### config.mk
export PLATFORM = sky130hd
export DESIGN_NAME = bpsk_tx_scheduler
export DESIGN_NICKNAME = d
export VERILOG_FILES = /design/src/rtl/bpsk_tx_scheduler.sv
export SDC_FILE = /design/constraint.sdc
export NUM_CORES = 1
export LEC_CHECK = 0
export CORE_ASPECT_RATIO = 2
export CORE_MARGIN = 2
export CORE_UTILIZATION = 31
export CTS_BUF_LIST = sky130_fd_sc_hd__clkbuf_4 sky130_fd_sc_hd__clkbuf_8
export DETAILED_ROUTE_END_ITERATION = 6
export MAX_ROUTING_LAYER = met4
export PLACE_DENSITY = 0.6
export REMOVE_ABC_BUFFERS = 1
export SLEW_MARGIN = 0
export SYNTH_ARGS = -nofsm -noshare
export SYNTH_HDL_FRONTEND = slang
export SYNTH_SLANG_ARGS = --single-unit
export TNS_END_PERCENT = 1
### constraint.sdc
create_clock -name clk -period 2.7 [get_ports clk]
set_clock_uncertainty 0.2 [all_clocks]
set_input_delay 0.81 -clock clk [delete_from_list [all_inputs] [get_ports clk]]
set_output_delay 0.81 -clock clk [all_outputs]
set_load 0.1 [all_outputs]
### src/rtl/bpsk_tx_scheduler.sv
// BPSK transmit sequencer: word FIFO, LSB-first bit serializer
// and sine-table phase counter, one bit per full sine period.
module bpsk_tx_scheduler #(
  parameter int SAMPLE_NUMBER = 256,
  parameter int SAMPLE_WIDTH  = 12,
  parameter int DATA_WIDTH    = 12,
  parameter int FIFO_DEPTH    = 4
) (
  input  logic                             clk,
  input  logic                             rst,
  input  logic                             sample_en,
  input  logic                             flush,
  input  logic [DATA_WIDTH-1:0]            s_data,
  input  logic                             s_valid,
  output logic                             s_ready,
  output logic [$clog2(SAMPLE_NUMBER)-1:0] lut_addr,
  output logic                             bit_out,
  output logic                             mod_en,
  output logic                             busy,
  output logic                             word_done,
  output logic [$clog2(FIFO_DEPTH):0]      fifo_level
);

  localparam int PW = $clog2(SAMPLE_NUMBER);
  localparam int AW = $clog2(FIFO_DEPTH);
  localparam int LW = AW + 1;
  localparam int BW = (DATA_WIDTH > 1) ? $clog2(DATA_WIDTH) : 1;

  if (SAMPLE_WIDTH < 1 || DATA_WIDTH < 2 ||
      SAMPLE_NUMBER < 2 ||
      (SAMPLE_NUMBER & (SAMPLE_NUMBER - 1)) != 0 ||
      FIFO_DEPTH < 2 ||
      (FIFO_DEPTH & (FIFO_DEPTH - 1)) != 0) begin : g_bad_param
    $error("bpsk_tx_scheduler: illegal parameters");
  end

  typedef enum logic {
    IDLE,
    SEND
  } state_t;

  state_t                state;
  logic [DATA_WIDTH-1:0] mem [FIFO_DEPTH];
  logic [AW-1:0]         wr_ptr;
  logic [AW-1:0]         rd_ptr;
  logic [LW-1:0]         count;
  logic [DATA_WIDTH-1:0] sr;
  logic [BW-1:0]         bit_idx;
  logic [PW-1:0]         phase;

  logic                  full;
  logic                  empty;
  logic                  push;
  logic                  pop;
  logic                  bit_end;
  logic                  word_end;
  logic [DATA_WIDTH-1:0] head;

  assign full  = (count == LW'(FIFO_DEPTH));
  assign empty = (count == '0);
  assign head  = mem[rd_ptr];

  // ready is masked during reset so nothing is accepted then
  assign s_ready = !rst && !full;
  assign push    = s_valid && s_ready && !flush;

  assign bit_end  = (state == SEND) && sample_en &&
                    (phase == PW'(SAMPLE_NUMBER - 1));
  assign word_end = bit_end &&
                    (bit_idx == BW'(DATA_WIDTH - 1));
  assign pop      = !flush && !empty &&
                    ((state == IDLE) || word_end);

  assign busy       = (state == SEND);
  assign mod_en     = (state == SEND) && sample_en;
  assign lut_addr   = phase;
  assign fifo_level = count;

  always_ff @(posedge clk) begin
    if (push) begin
      mem[wr_ptr] <= s_data;
    end
  end

  always_ff @(posedge clk) begin
    if (rst || flush) begin
      wr_ptr <= '0;
      rd_ptr <= '0;
      count  <= '0;
    end else begin
      if (push) begin
        wr_ptr <= wr_ptr + 1'b1;
      end
      if (pop) begin
        rd_ptr <= rd_ptr + 1'b1;
      end
      unique case ({push, pop})
        2'b10:   count <= count + 1'b1;
        2'b01:   count <= count - 1'b1;
        default: count <= count;
      endcase
    end
  end

  always_ff @(posedge clk) begin
    if (rst || flush) begin
      state     <= IDLE;
      sr        <= '0;
      bit_idx   <= '0;
      phase     <= '0;
      bit_out   <= 1'b0;
      word_done <= 1'b0;
    end else begin
      word_done <= word_end;
      unique case (state)
        IDLE: begin
          if (!empty) begin
            state   <= SEND;
            sr      <= head;
            bit_out <= head[0];
            bit_idx <= '0;
            phase   <= '0;
          end
        end
        SEND: begin
          if (sample_en) begin
            phase <= phase + 1'b1;
            if (bit_end && !word_end) begin
              bit_idx <= bit_idx + 1'b1;
              sr      <= sr >> 1;
              bit_out <= sr[1];
            end else if (word_end) begin
              bit_idx <= '0;
              // next word starts on the very next sample
              if (!empty) begin
                sr      <= head;
                bit_out <= head[0];
              end else begin
                state   <= IDLE;
                bit_out <= 1'b0;
              end
            end
          end
        end
        default: state <= IDLE;
      endcase
    end
  end

endmodule

==> results.cfg, run 1 <==
[placement]
port_buffers = 32
dp_slack_ns = -0.780
place_congestion = 0.897
hpwl_um = 5160

[floorplan]
initial_utilization_pct = 31.9
die_w_um = 78.8
core_um2 = 10900
rows = 54
io_pins = 33
die_y_um = 154
die-area_um2 = 12100

[synthesis]
yosysSeqAreaShare_pct = 61.8
synth_cell_type_count = 45
async_flop_share_pct = 0
synth-edff-count = 48
synth_area_per_cell_um2 = 12.7
synth_cells = 274
ys.flop_type = edfxtp_1
yosysWarnings = 0
ys_seq_elements = 83
synthesis.area_um2 = 3470

[final_layout]
fin_nets = 372
fillers = 1016
utilization_pct = 42.0
drive_gt1_share_pct = 31.5
multi_input_area_um2 = 1290
syn_to_final_growth_pct = 31.8
register_area_um2 = 2150
antenna_cells = 0

[run_status]
violations = negative setup slack
status = finished with violations

[global_route]
antenna_found_initial = 0
grt_pass1_wl_um = 12200
grt_pass1_vias = 2563
grt_use_total_pct = 13.7
grt_max_degree = 21
grt_overflow_total = 0

[worst_setup_path]
startpoint = sample_en
reg2reg_to = fifo_level[2]$_SDFFE_PP0P_
crit_end = fifo_level[2]$_SDFFE_PP0P_
regToRegStartpoint = bit_idx[1]$_SDFFE_PP0P_
reg2reg_depth = 10
path_class = primary input to register
cp-end-kind = register
critPathLaunchType = primary input
rrSetupSlack_ns = -0.02
arrival_ns = 2.82
required_ns = 2.79
cp_max_fo = 2

[cts]
clkTransAtPathRegs_ns = 0.08
cts_buffers = 9
clock_latency_ns = 0.36
cts_tree = yes
cts_max_level = 3
cts.sinks = 83
clock_path_buffers = 2
hold_buffers = 0
clockRootBuffer = clkbuf_8

[route]
avgViaCountPerCell = 4.98
wl_met3_um = 222
firstDrtPassIters = 6
drt-met1-wl_um = 2660
drtIter0Drc = 85
maxUsedRoutingLayer = met4
num_vias = 2448
drcViolationCount = 0
routed_wl_um = 7330
routedWlPerCell_um = 14.9
route.met2.wl_um = 4180
postRouteAntennaNets = 0

[power]
p_per_area_nw_per_um2 = 523
peakVddDrop_v = 0.000313
power_leakage_nw = 1.54

[sta]
drv_slew = 0
min_period_ns = 2.73
setup_tns_ns = -0.0270
setup_ws_ns = -0.0270
fmax_mhz = 367
fin_crit_sh_pct = 101
holdWs_ns = 0.270
hold_viol = 0
rsz0062_at_grt = true
slew_headroom_pct = 58.7
setup_viol = 1
tightest_slew_ns = 0.618

[min_path]
hold_class = register to register

[flow_run]
drv_cap = 0
cell usage in the layout (no fill, tap or decap), types with 6 or more instances in the layout:
| cell | netlist | routed |
|---|---|---|
| dfxtp_1 | 35 | 31 |
| buf_12 | 0 | 8 |
| buf_4 | 0 | 52 |
| and2_1 | 6 | 6 |
| clkbuf_8 | 0 | 9 |
| inv_1 | 10 | 9 |
| clkdlybuf4s50_1 | 0 | 13 |
| xnor2_1 | 6 | 6 |
| mux4_2 | 12 | 12 |
| a31oi_1 | 12 | 11 |
| o21ai_0 | 26 | 26 |
| nand2_1 | 7 | 6 |
| nand3_1 | 21 | 20 |
| nor2_1 | 17 | 16 |
| a21oi_1 | 8 | 7 |
| edfxtp_1 | 48 | 48 |
registers in the layout (all words and copies together) (netlist names), named ones only:
name and flops:
bit_idx 4, bit_out 1, busy 1, fifo_level 3, lut_addr 8, mem 48, rd_ptr 2, sr 11
word_done 1, wr_ptr 2
what timing repair did:
action,in CTS,in global routing
setup buffers,2,6
endpoints found under the setup margin,4,2
pin swaps,4,8
gates resized for setup,16,9
per-layer routing:
| layer | up-vias | GRT usage (%) |
|---|---|---|
| met4 | 0 | 9.36 |
| met1 | 1198 | 13.2 |
| met5 | - | - |
| li1 | 1184 | - |
| met2 | 46 | 23.9 |
| met3 | 20 | 2.88 |
final cells by class:
| class | instances | share of cell area (%) |
|---|---|---|
| timing repair buffer | 77 | 15.7 |
| multi-input combinational | 166 | 28.3 |
| clock buffer | 9 | 2.71 |
| inverter | 10 | 0.821 |
| tap | 140 | 3.83 |
| clock inverter | 7 | 1.64 |
| sequential | 83 | 47.0 |
critical path, stage by stage:
cell,delay (ns)
buf_2,0.10
nand3_2,0.07
o41a_1,0.40
nor3_2,0.18
ha_2,0.21
inv_2,0.04
fa_2,0.35
xor2_1,0.15
or3_1,0.36
a21oi_2,0.14
Yosys cell counts, types with 2 or more instances:
cell type | count | area [µm²]
a211oi_1 | 2 | 15.0
a21oi_1 | 8 | 40.0
a31oi_1 | 12 | 75.1
and2_1 | 6 | 37.5
clkbuf_1 | 14 | 52.6
dfxtp_1 | 35 | 701
edfxtp_1 | 48 | 1440
ha_1 | 7 | 87.6
inv_1 | 10 | 37.5
mux4_2 | 12 | 270
nand2_1 | 7 | 26.3
nand3_1 | 21 | 105
nand4_1 | 3 | 18.8
nor2_1 | 17 | 63.8
nor3_1 | 5 | 25.0
nor4_1 | 4 | 25.0
o21ai_0 | 26 | 130
or2_2 | 2 | 12.5
or3_1 | 3 | 18.8
xnor2_1 | 6 | 52.6
xor2_1 | 2 | 17.5
how the worst min path moves through the flow:
| stage | from | endpoint | slack (ns) | depth (start not counted) |
|---|---|---|---|---|
| floorplan | sr[11]$_SDFFE_PP0P_ | sr[11]$_SDFFE_PP0P_ | 0.26 | 2 |
| global placement | bit_out$_SDFFE_PP0P_ | bit_out$_SDFFE_PP0P_ | 0.26 | 2 |
| detailed placement | bit_out$_SDFFE_PP0P_ | bit_out$_SDFFE_PP0P_ | 0.26 | 2 |
| CTS | bit_out$_SDFFE_PP0P_ | bit_out$_SDFFE_PP0P_ | 0.28 | 2 |
| global route | bit_out$_SDFFE_PP0P_ | bit_out$_SDFFE_PP0P_ | 0.29 | 2 |
| finish | bit_out$_SDFFE_PP0P_ | bit_out$_SDFFE_PP0P_ | 0.27 | 2 |
where the power goes:
| part | internal (mW) | switching [mW] | total (mW) | leakage [nW] |
|---|---|---|---|---|
| sequential | 1.35 | 0.00489 | 1.35 | 0.718 |
| combinational | 0.0619 | 0.0748 | 0.137 | 0.724 |
| clock | 0.434 | 0.467 | 0.901 | 0.0943 |
| total | 1.84 | 0.547 | 2.39 | 1.54 |
stage by stage:
| stage | instances | instance area [µm²] | power, mW |
|---|---|---|---|
| after global placement | 468 | 4240 | 1.51 |
| after CTS | 486 | 4510 | 2.42 |
| final | 492 | 4570 | 2.39 |
| after global routing | 492 | 4570 | 2.49 |
| after detailed placement | 468 | 4240 | 1.52 |
| after floorplan | 259 | 3410 | 1.44 |
kinds of logic (layout without fill, tap and decap cells):
family	Yosys count	in the layout	share of synthesized area (%)
xor gates and xnor gates	8	8	2.02
adders and majority gates	8	8	3.10
DFF	83	83	61.8
and+or+nand+nor	78	78	12.0
AOI/OAI and AO/OA	58	58	9.99
buffers and inverters	25	103	2.74
muxes	14	14	8.41
Power figures use the tool's default switching activity.
==> run 2, diff against run 1 <==
--- a/config.mk
+++ b/config.mk
@@ -5,7 +5,7 @@
 export SDC_FILE = /design/constraint.sdc
 export NUM_CORES = 1
 export LEC_CHECK = 0
-export CORE_ASPECT_RATIO = 2
+export CAP_MARGIN = 20
 export CORE_MARGIN = 2
 export CORE_UTILIZATION = 31
 export CTS_BUF_LIST = sky130_fd_sc_hd__clkbuf_4 sky130_fd_sc_hd__clkbuf_8
==> constraint.sdc (replaced) <==
create_clock -name clk -period 2.7 [get_ports clk]
set_clock_uncertainty 0.2 [all_clocks]
set_input_delay 0.675 -clock clk [delete_from_list [all_inputs] [get_ports clk]]
set_output_delay 0.675 -clock clk [all_outputs]
set_load 0.1 [all_outputs]
==> results.cfg, run 2 (synthesis gave the netlist of run 1 again) <==
[final_layout]
register_area_um2 = 2140
antenna_cells = 0
syn_to_final_growth_pct = 28.1
fin_nets = 363
multi_input_area_um2 = 1250
drive_gt1_share_pct = 27.1
layout_commonest_cell = edfxtp_1
design_area_um2 = 4440
fillers = 1017
top_register = mem
mostFrequentLayoutCells = edfxtp_1, buf_4, dfxtp_1, o21ai_0, nand3_1
fin_cells = 483
largest_reg_flops = 48

[min_path]
hold_class = register to register

[worst_setup_path]
critPathLaunchType = register
arrival_ns = 2.73
cp_max_fo = 2
path_class = register to register
cp-end-kind = register
required_ns = 2.80

[floorplan]
die_w_um = 110
die_y_um = 110
initial_utilization_pct = 31.9
rows = 38
io_pins = 33
die-area_um2 = 12100
core_um2 = 10900

[route]
routed_wl_um = 7070
routedWlPerCell_um = 14.6
firstDrtPassIters = 4
avgViaCountPerCell = 4.95
num_vias = 2392
drcViolationCount = 0
postRouteAntennaNets = 0
drtIter0Drc = 129

[cts]
clock_latency_ns = 0.35
clockRootBuffer = clkbuf_8
cts_buffers = 9
cts_max_level = 3
clock_path_buffers = 2
cts_tree = yes
clkTransAtPathRegs_ns = 0.10
cts.sinks = 83

[flow_run]
drv_cap = 0

[sta]
drv_slew = 0
tightest_slew_ns = 0.625
fin_crit_sh_pct = 97.6
setup_viol = 0
rsz0062_at_grt = true
fmax_mhz = 379
holdWs_ns = 0.266
min_period_ns = 2.64
slew_headroom_pct = 58.3
hold_viol = 0
setup_ws_ns = 0.0638

[placement]
dp_cells = 466
port_buffers = 32
place_congestion = 0.761
hpwl_um = 4740
postPlaceCellArea_um2 = 4200
dp_slack_ns = -0.687

[power]
power_leakage_nw = 1.48
finalPower_mw = 2.45
peakVddDrop_v = 0.000320
p_per_area_nw_per_um2 = 551

[global_route]
grt_pass1_wl_um = 11500
grt_use_total_pct = 12.8
grt_pass1_vias = 2323
grt_max_degree = 21
antenna_found_initial = 0
grt_overflow_total = 0

[run_status]
status = completed
run 2: cell types whose count changed in the layout (fill, tap and decap cells not counted), sizes merged:
cell / previous run / this run
clkinv: 1 / 2
buf: 62 / 53
dlymetal6s2s: 1 / 0
clkdlybuf4s50: 13 / 15
clkinvlp: 2 / 1
dlygate4sd2: 1 / 0
run 2: timing repair:
item | 4_1_cts | 5_1_grt
endpoints found under the setup margin | 2 | 1
pin swaps | 4 | 2
resized for setup | 7 | 2
setup buffers | 0 | 1
hold buffers | 0 | 0
run 2: per-layer routing:
| metal | track usage (%) | up-vias | share of wire, % |
|---|---|---|---|
| li1 | - | 1165 | - |
| met1 | 16.2 | 1175 | 47 |
| met2 | 20.3 | 43 | 48 |
| met3 | 3.38 | 9 | 3.6 |
| met4 | 3.89 | 0 | 0.86 |
| met5 | - | - | 0 |
run 2: path summary, 6_finish.rpt:
path	slack [ns]	cells after the start	startpoint	to
worst max-delay path	0.06	10	lut_addr[0]$_SDFFE_PP0P_	fifo_level[2]$_SDFFE_PP0P_
worst min-delay path	0.27	2	bit_out$_SDFFE_PP0P_	bit_out$_SDFFE_PP0P_
worst max register to register	0.06	10	lut_addr[0]$_SDFFE_PP0P_	fifo_level[2]$_SDFFE_PP0P_
worst min register to register	0.27	2	bit_out$_SDFFE_PP0P_	bit_out$_SDFFE_PP0P_
run 2: power by group:
part | switching (mW) | leakage (nW) | internal, mW
combinational | 0.0724 | 0.655 | 0.0589
clock | 0.511 | 0.108 | 0.456
sequential | 0.00482 | 0.716 | 1.35
run 2: final cells by class:
type                       count  area share [%]
clock buffer                   9            2.79
clock inverter                 7            2.17
inverter                      10           0.845
multi-input combinational    166            28.1
sequential                    83            48.2
tap                          140            3.94
timing repair buffer          68            14.0
run 2: worst max-delay path, cell delays in order (launching register included):
cell     delay (ns)
dfxtp_1        0.35
ha_2           0.19
nand2_1        0.09
o41a_1         0.40
nor3_2         0.18
ha_2           0.21
inv_1          0.05
fa_2           0.33
xor2_1         0.15
or3_1          0.31
a21oi_1        0.12
run 2: per-stage QoR:
stage / setup TNS [ns] / util, %
global route: -0.0763 / 40.8
floorplan: -3.08 / -
CTS: 0 / 40.8
finish: 0 / 40.8
detailed placement: -1.24 / 38.6
global placement: -1.10 / 38.6
